===== src/rtl/puf_response_voter.sv =====
// Arbiter-PUF evaluation controller: holds a challenge on the PUF, fires N_EVAL pulses,
// majority-votes each synchronised response bit and flags bits whose votes disagreed.
module puf_response_voter #(
  parameter int unsigned C_LENGTH = 8,
  parameter int unsigned R_WIDTH  = 8,
  parameter int unsigned N_EVAL   = 7,
  parameter int unsigned SETTLE   = 4
) (
  input  logic                iclk,
  input  logic                ireset,
  input  logic                ichallenge_valid,
  input  logic [C_LENGTH-1:0] ichallenge,
  output logic                ochallenge_ready,
  output logic                opulse,
  output logic [C_LENGTH-1:0] opuf_challenge,
  input  logic [R_WIDTH-1:0]  ipuf_response,
  output logic [R_WIDTH-1:0]  oresponse,
  output logic [R_WIDTH-1:0]  ounstable,
  output logic                oresponse_valid,
  input  logic                iresponse_ready
);

  if ((N_EVAL % 2) != 1) begin : g_bad_n_eval
    $error("N_EVAL must be odd and at least 1");
  end
  if (SETTLE < 3) begin : g_bad_settle
    $error("SETTLE must be at least 3");
  end

  localparam int unsigned CntW = $clog2(N_EVAL + 1);
  localparam int unsigned EvW  = $clog2(N_EVAL + 1);
  localparam int unsigned PhW  = $clog2(SETTLE);

  localparam logic [CntW-1:0] CntHalf = CntW'(N_EVAL / 2);
  localparam logic [CntW-1:0] CntFull = CntW'(N_EVAL);
  localparam logic [EvW-1:0]  EvLast  = EvW'(N_EVAL - 1);
  localparam logic [PhW-1:0]  PhLast  = PhW'(SETTLE - 1);

  typedef enum logic [2:0] {StIdle, StLow, StHigh, StVote, StDone} state_e;

  state_e                         state_q, state_d;
  logic [PhW-1:0]                 phase_q, phase_d;
  logic [EvW-1:0]                 eval_q, eval_d;
  logic [R_WIDTH-1:0][CntW-1:0]   cnt_q, cnt_d;
  logic [R_WIDTH-1:0]             sync1_q, sync2_q;
  logic                           pulse_q, pulse_d;
  logic [C_LENGTH-1:0]            chal_q, chal_d;
  logic [R_WIDTH-1:0]             resp_q, resp_d;
  logic [R_WIDTH-1:0]             unst_q, unst_d;
  logic                           valid_q, valid_d;

  always_comb begin
    state_d = state_q;
    phase_d = phase_q;
    eval_d  = eval_q;
    cnt_d   = cnt_q;
    pulse_d = 1'b0;
    chal_d  = chal_q;
    resp_d  = resp_q;
    unst_d  = unst_q;
    valid_d = valid_q;
    unique case (state_q)
      StIdle: begin
        // ochallenge_ready is 1 here, so valid alone completes the handshake
        if (ichallenge_valid) begin
          chal_d  = ichallenge;
          cnt_d   = '0;
          eval_d  = '0;
          phase_d = '0;
          state_d = StLow;
        end
      end
      StLow: begin
        if (phase_q == PhLast) begin
          phase_d = '0;
          pulse_d = 1'b1;
          state_d = StHigh;
        end else begin
          phase_d = phase_q + PhW'(1);
        end
      end
      StHigh: begin
        pulse_d = 1'b1;
        if (phase_q == PhLast) begin
          phase_d = '0;
          pulse_d = 1'b0;
          for (int unsigned i = 0; i < R_WIDTH; i++) begin
            cnt_d[i] = cnt_q[i] + CntW'(sync2_q[i]);
          end
          if (eval_q == EvLast) begin
            state_d = StVote;
          end else begin
            eval_d  = eval_q + EvW'(1);
            state_d = StLow;
          end
        end else begin
          phase_d = phase_q + PhW'(1);
        end
      end
      StVote: begin
        for (int unsigned i = 0; i < R_WIDTH; i++) begin
          resp_d[i] = (cnt_q[i] > CntHalf);
          unst_d[i] = (cnt_q[i] != '0) && (cnt_q[i] != CntFull);
        end
        valid_d = 1'b1;
        state_d = StDone;
      end
      StDone: begin
        if (iresponse_ready) begin
          valid_d = 1'b0;
          state_d = StIdle;
        end
      end
      default: state_d = StIdle;
    endcase
  end

  always_ff @(posedge iclk or posedge ireset) begin
    if (ireset) begin
      state_q <= StIdle;
      phase_q <= '0;
      eval_q  <= '0;
      cnt_q   <= '0;
      sync1_q <= '0;
      sync2_q <= '0;
      pulse_q <= 1'b0;
      chal_q  <= '0;
      resp_q  <= '0;
      unst_q  <= '0;
      valid_q <= 1'b0;
    end else begin
      state_q <= state_d;
      phase_q <= phase_d;
      eval_q  <= eval_d;
      cnt_q   <= cnt_d;
      sync1_q <= ipuf_response;
      sync2_q <= sync1_q;
      pulse_q <= pulse_d;
      chal_q  <= chal_d;
      resp_q  <= resp_d;
      unst_q  <= unst_d;
      valid_q <= valid_d;
    end
  end

  assign ochallenge_ready = (state_q == StIdle);
  assign opulse           = pulse_q;
  assign opuf_challenge   = chal_q;
  assign oresponse        = resp_q;
  assign ounstable        = unst_q;
  assign oresponse_valid  = valid_q;

endmodule


===== config.mk =====
export PLATFORM = sky130hd
export DESIGN_NAME = puf_response_voter
export DESIGN_NICKNAME = d
export VERILOG_FILES = /design/src/rtl/puf_response_voter.sv
export SDC_FILE = /design/constraint.sdc
export NUM_CORES = 1
export LEC_CHECK = 0
export ABC_AREA = 1
export BUFFER_PORTS_ARGS = -buffer_cell sky130_fd_sc_hd__buf_4
export CORE_ASPECT_RATIO = 2
export CORE_MARGIN = 5
export CORE_UTILIZATION = 25
export DETAILED_ROUTE_END_ITERATION = 7
export GPL_TIMING_DRIVEN = 0
export HOLD_SLACK_MARGIN = 0.03
export REMOVE_ABC_BUFFERS = 1
export SYNTH_ARGS = -nofsm -noshare
export SYNTH_HDL_FRONTEND = slang
export SYNTH_SLANG_ARGS = --single-unit

===== constraint.sdc =====
create_clock -name iclk -period 2 [get_ports iclk]
set_input_delay 0.1 -clock iclk [delete_from_list [all_inputs] [get_ports iclk]]
set_output_delay 0.1 -clock iclk [all_outputs]
set_load 0.005 [all_outputs]

; Yosys cells after proc, flatten, opt, wreduce, memory -nomap -nowiden
; Index checks and enable logic that the tools add are counted.
; W data, S select, Z words.
[classes]
mux = 21
eq_ne = 19
addsub = 10
magnitude_cmp = 8
n_reduce_logical = 27
[ops]
columns = cell, count
row1 = $mux W24, 2
row2 = $pmux W24 S2, 1
row3 = $add A3 B1 Y3, 8
row4 = $gt A3 B2 Y1 const B, 8
row5 = $ne A3 B3 Y1 const B, 8
row6 = $reduce_bool A3 Y1, 8
row7 = $mux W3, 7
row8 = $pmux W3 S5, 1
row9 = $ne A2 B2 Y1 const B, 5
row10 = $logic_and A1 B1 Y1, 8
row11 = $reduce_and A4 Y1, 2
row12 = $eq A3 B2 Y1 const B, 2
row13 = $eq A3 B3 Y1 const B, 2
row14 = $mux W2, 3
row15 = $pmux W3 S2, 1
row16 = $reduce_and A2 Y1, 3
row17 = $reduce_bool A2 Y1, 3
row18 = $pmux W1 S2, 2
row19 = $pmux W2 S2, 1
row20 = $add A3 B1 Y3 const B, 1
row21 = $eq A3 B1 Y1 const B, 1
row22 = $logic_not A3 Y1, 1
row23 = $mux W1, 3
row24 = $reduce_and A3 Y1, 1
row25 = other kinds (3), 3
[word_totals]
reg_bits = 74
wordCells = 103
out_inout_bits = 27

; Longest topological paths before layout
[logic_depth]
word_depth = 4
mapped_depth = 8
mapped_depth_nobuf = 8

; Worst setup path after synthesis
; Ideal clock, no wire load.
[synth_path]
path_kind = flip-flop to flip-flop
start = reg state_q[2]
end = reg cnt_q[21] (netlist bit)
synth_period_minus_slack_ns = 1.292
path_stages_with_launch = 8
setup_time_ns = 0.116
arrival_ns = 1.175
path_buffers = 1
slack_ns = 0.708
cell_sequence = dfrtp_1 > nor2_4 > nand2_4 > inv_2 > nand2_4 > buf_2 > nand3_1 > nand2_1
[synth_between]
elab_chain_cells = 3
elab_cells_between_ends = 7
cone_classes = eq/ne (3) / mux (1) / reduce/logical (3)
[synth_rtl]
columns = element, line
row1 = from (decl), 41  ; state_e state_q, state_d;
row2 = from (signal assigned), 120  ; state_q <= StIdle;
row3 = from (signal assigned), 132  ; state_q <= state_d;
row4 = $eq A3 B2 Y1 or $logic_not A3 Y1 (tied branches), 62  ; unique case (state_q)
row5 = $ne A2 B2 Y1 (no source line) or $reduce_bool A2 Y1 (tied branches), -
row6 = $reduce_and A3 Y1 (no source line), -
row7 = to (signal assigned), 135  ; cnt_q <= cnt_d;
row8 = to (decl), 44  ; logic [R_WIDTH-1:0][CntW-1:0] cnt_q, cnt_d;
; Parallel ways exist; a longest one is shown, timed or not.
; A chain may end at the register's enable or synchronous reset.

; Worst setup path in the final report
[layout_path]
start = reg state_q[2]
end = reg phase_q[1]
[layout_between]
elab_chain_cells = 4
elab_cells_between_ends = 8
cone_classes = eq/ne (3) / mux (1) / reduce/logical (4)
[layout_rtl]
columns = element, line
row1 = $eq A3 B2 Y1 or $eq A3 B1 Y1 (tied branches), 62
row2 = $reduce_or A2 Y1 (no source line), -
row3 = $reduce_bool A2 Y1 (no source line), -
row4 = $reduce_and A2 Y1 (no source line), -
row5 = to (signal assigned), 133  ; phase_q <= phase_d;
row6 = to (decl), 42  ; logic [PhW-1:0] phase_q, phase_d;
; Parallel ways exist; a longest one is shown, timed or not.

==> impl_metrics.yaml <==
clocking:
  cts-root-buf: "clkbuf_16"
  cts_buffers: 9
  clk_pin_slew_ns: 0.06
  clockBufferDepth: 2
  cts-htree-levels: 3
  postCtsSetupBuffers: 0
  clkLatencyLatePin_ns: 0.33
  tritoncts: "yes"
  clock-sinks: 74
drt:
  wl_per_cell_um: 11.4
  routed_wl_mm: 7.02
  drt_iter0_drc: 156
  drc: 0
  dr.pass1.iters: 4
  vias: 2701
  via_per_inst: 4.38
  ant_nets: 0
floorplan:
  die-area_um2: 16100
  die-width_um: 92.3
  io_pins: 47
  start_util_pct: 25.3
  die-height_um: 175
  core_um2: 13400
  placementRows: 60
timing:
  rsz0062_at_grt: "true"
  period_needed_ns: 1.83
  final-setup-viol-count: 0
  worst_slew_pin_slew_ns: 0.519
  max_freq_mhz: 546
  maxSlewHeadroom_pct: 65.4
  fin_worst_skew_ns: 0.00515
  hold_viol_final: 0
  fin_crit_sh_pct: 91.6
  finalMaxSlewViolations: 0
synthesis:
  synth_top_family_by_area: "simple AND/OR/NAND/NOR gates"
  synthTopCellsByArea: "dfrtp_1 (55%), nand2_1 (15%), ha_1 (7.0%), nand3_1 (4.7%), inv_1 (4.5%)"
  yosys.area.top_type: "dfrtp_1"
  syn_avg_cell_area_um2: 8.60
  synth_area_um2: 3390
  ys.flop_type: "dfrtp_1"
  ys_types: 19
  synth_seq_cells: 74
  synth.area.mux_share_pct: 0
  postSynthCellCount: 394
  synthTopCellsByCount: "nand2_1 (132), dfrtp_1 (74), inv_1 (41)"
  synthXorXnorAreaFrac_pct: 0.259
  synth-simple-area-share_pct: 26.9
  synth-edff-count: 0
  synth_warnings: 0
  yosysMostFrequentCell: "nand2_1"
  synth_compound_area_share_pct: 4.17
  yosysSeqAreaShare_pct: 54.7
  yosys.area.top_type_share_pct: 54.7
  synthAdderAreaFrac_pct: 7.02
  ys_async_sr_fraction_pct: 100
place:
  port_buffers: 46
  place.gp.congestion: 0.716
  dpl.hpwl_mm: 4.69
global_route:
  grt_usage_pct: 9.59
  grt_pass1_vias: 2779
  grt_max_degree: 64
  grt_antenna_before_repair: 0
  grt_pass1_wl_mm: 12.5
  grt.overflow.total: 0
final_layout:
  final_util_pct: 32.8
  areaGrowthSynthToFinish_pct: 29.3
  antenna_cells: 0
  fill_cells: 1396
  fin_nets: 496
  layout-drive-gt1-share_pct: 16.0
power:
  leakagePower_nw: 2.31
  vdd_drop_max_uv: 377
  power_density_nw_per_um2: 1200
  total_power_w: 0.00526
status:
  status: "completed"
critical_path:
  arrival_ns: 2.05
  rrSetupSlack_ns: 0.17
  cp_max_fo: 36
  end_kind: "flop"
  critPathLaunchType: "flop"
  crit_required_ns: 2.22
  critPathKind: "reg2reg"
worst_hold_path:
  min_path_type: "in2reg"
flow_run:
  maxCapViolCount: 0
flip-flops by register name, summed over array words and instances (netlist names):
register / flops
opuf_challenge: 8
state_q: 3
sync1_q: 8
eval_q: 3
opulse: 1
oresponse_valid: 1
ounstable: 8
oresponse: 8
cnt_q: 24
sync2_q: 8
phase_q: 2
placed cells by master (no fill, tap or decap):
cell type and count:
nand2_1 131, dfrtp_1 74, buf_4 46, inv_1 40
nor2_1 40, nand3_1 32, ha_1 19, o21ai_0 17
dlygate4sd3_1 17, clkbuf_16 9, nor3_1 8, a31oi_1 7
inv_2 3, clkinv_2 3, nor2_4 2, nand2_4 2
clkbuf_8 2, nand3_4 1, nand2_8 1, a21oi_1 1
xnor2_1 1, nand2_2 1, inv_4 1, o211ai_1 1
clkinvlp_4 1, bufinv_16 1, buf_16 1
path summary, 6_finish.rpt:
check | from | end | cells past startpoint
worst max-delay path | state_q[2]$_DFFE_PP0P_ | phase_q[1]$_DFFE_PP0P_ | 6
min in group asynchronous | ireset | cnt_q[3]$_DFFE_PP0P_ | 3
max in group asynchronous | ireset | sync1_q[6]$_DFF_PP0_ | 4
worst max register to register | state_q[2]$_DFFE_PP0P_ | phase_q[1]$_DFFE_PP0P_ | 6
worst min-delay path | iresponse_ready | oresponse_valid$_DFFE_PP0P_ | 4
worst min register to register | sync1_q[6]$_DFF_PP0_ | sync2_q[6]$_DFF_PP0_ | 0
logic make-up (layout without fill, tap and decap cells):
kind of cell	count (synthesis)	in the layout
AND/OR/NAND/NOR	218	218
buffers and inverters	56	124
AO/OA/AOI/OAI	26	26
XOR/XNOR	1	1
flip-flops	74	74
adder cells (fa/ha/maj)	19	19
through the flow:
step	setup WS, ns	TNS [ns]	instance area [um^2]	hold slack, ns	instances
global route	0.000953	0	4380	0.0953	617
floorplan	0.0184	0	3320	0.131	382
global placement	-1.05	-82.74	3860	0.210	583
detailed placement	-0.224	-6.57	3890	0.0312	584
CTS	0.114	0	4370	0.0563	617
finish	0.168	0	4380	0.0665	617
layer usage:
layer	track usage (%)	up-vias	wire length [um]
met5	0	-	0
met4	4.78	0	122
met3	2.59	8	360
met2	16.4	51	3610
met1	10.8	1284	2930
li1	-	1358	-
final cells by class:
| class | instances | area, um^2 | share of cell area (%) |
|---|---|---|---|
| clock buffer | 11 | 253 | 5.77 |
| timing repair buffer | 64 | 543 | 12.4 |
| sequential | 74 | 1850 | 42.3 |
| tap | 155 | 194 | 4.43 |
| multi-input combinational | 264 | 1320 | 30.1 |
| inverter | 44 | 168 | 3.83 |
| clock inverter | 5 | 52.6 | 1.20 |
power by group:
group	switching [W]	internal (W)	total, W
logic	0.000911	0.000643	0.00155
clock network	0.000609	0.00103	0.00164
registers	0.000252	0.00182	0.00208
total	0.00177	0.00349	0.00526
repair_timing:
item                                   CTS  global route
cloned                                   0             0
resized for setup                        1             2
hold buffers                            17             0
pin swaps                                0             1
endpoints found under the hold margin   90             0
setup endpoints to repair               37            23
worst max-delay path, cell delays in order (launching register included):
cell and delay [ns]:
dfrtp_1 0.47, nor2_4 0.26, nand3_4 0.43, inv_2 0.34, nor2_1 0.09, nand2_1 0.07, nand2_1 0.05
Note: power is estimated with default switching activity, not from simulation.
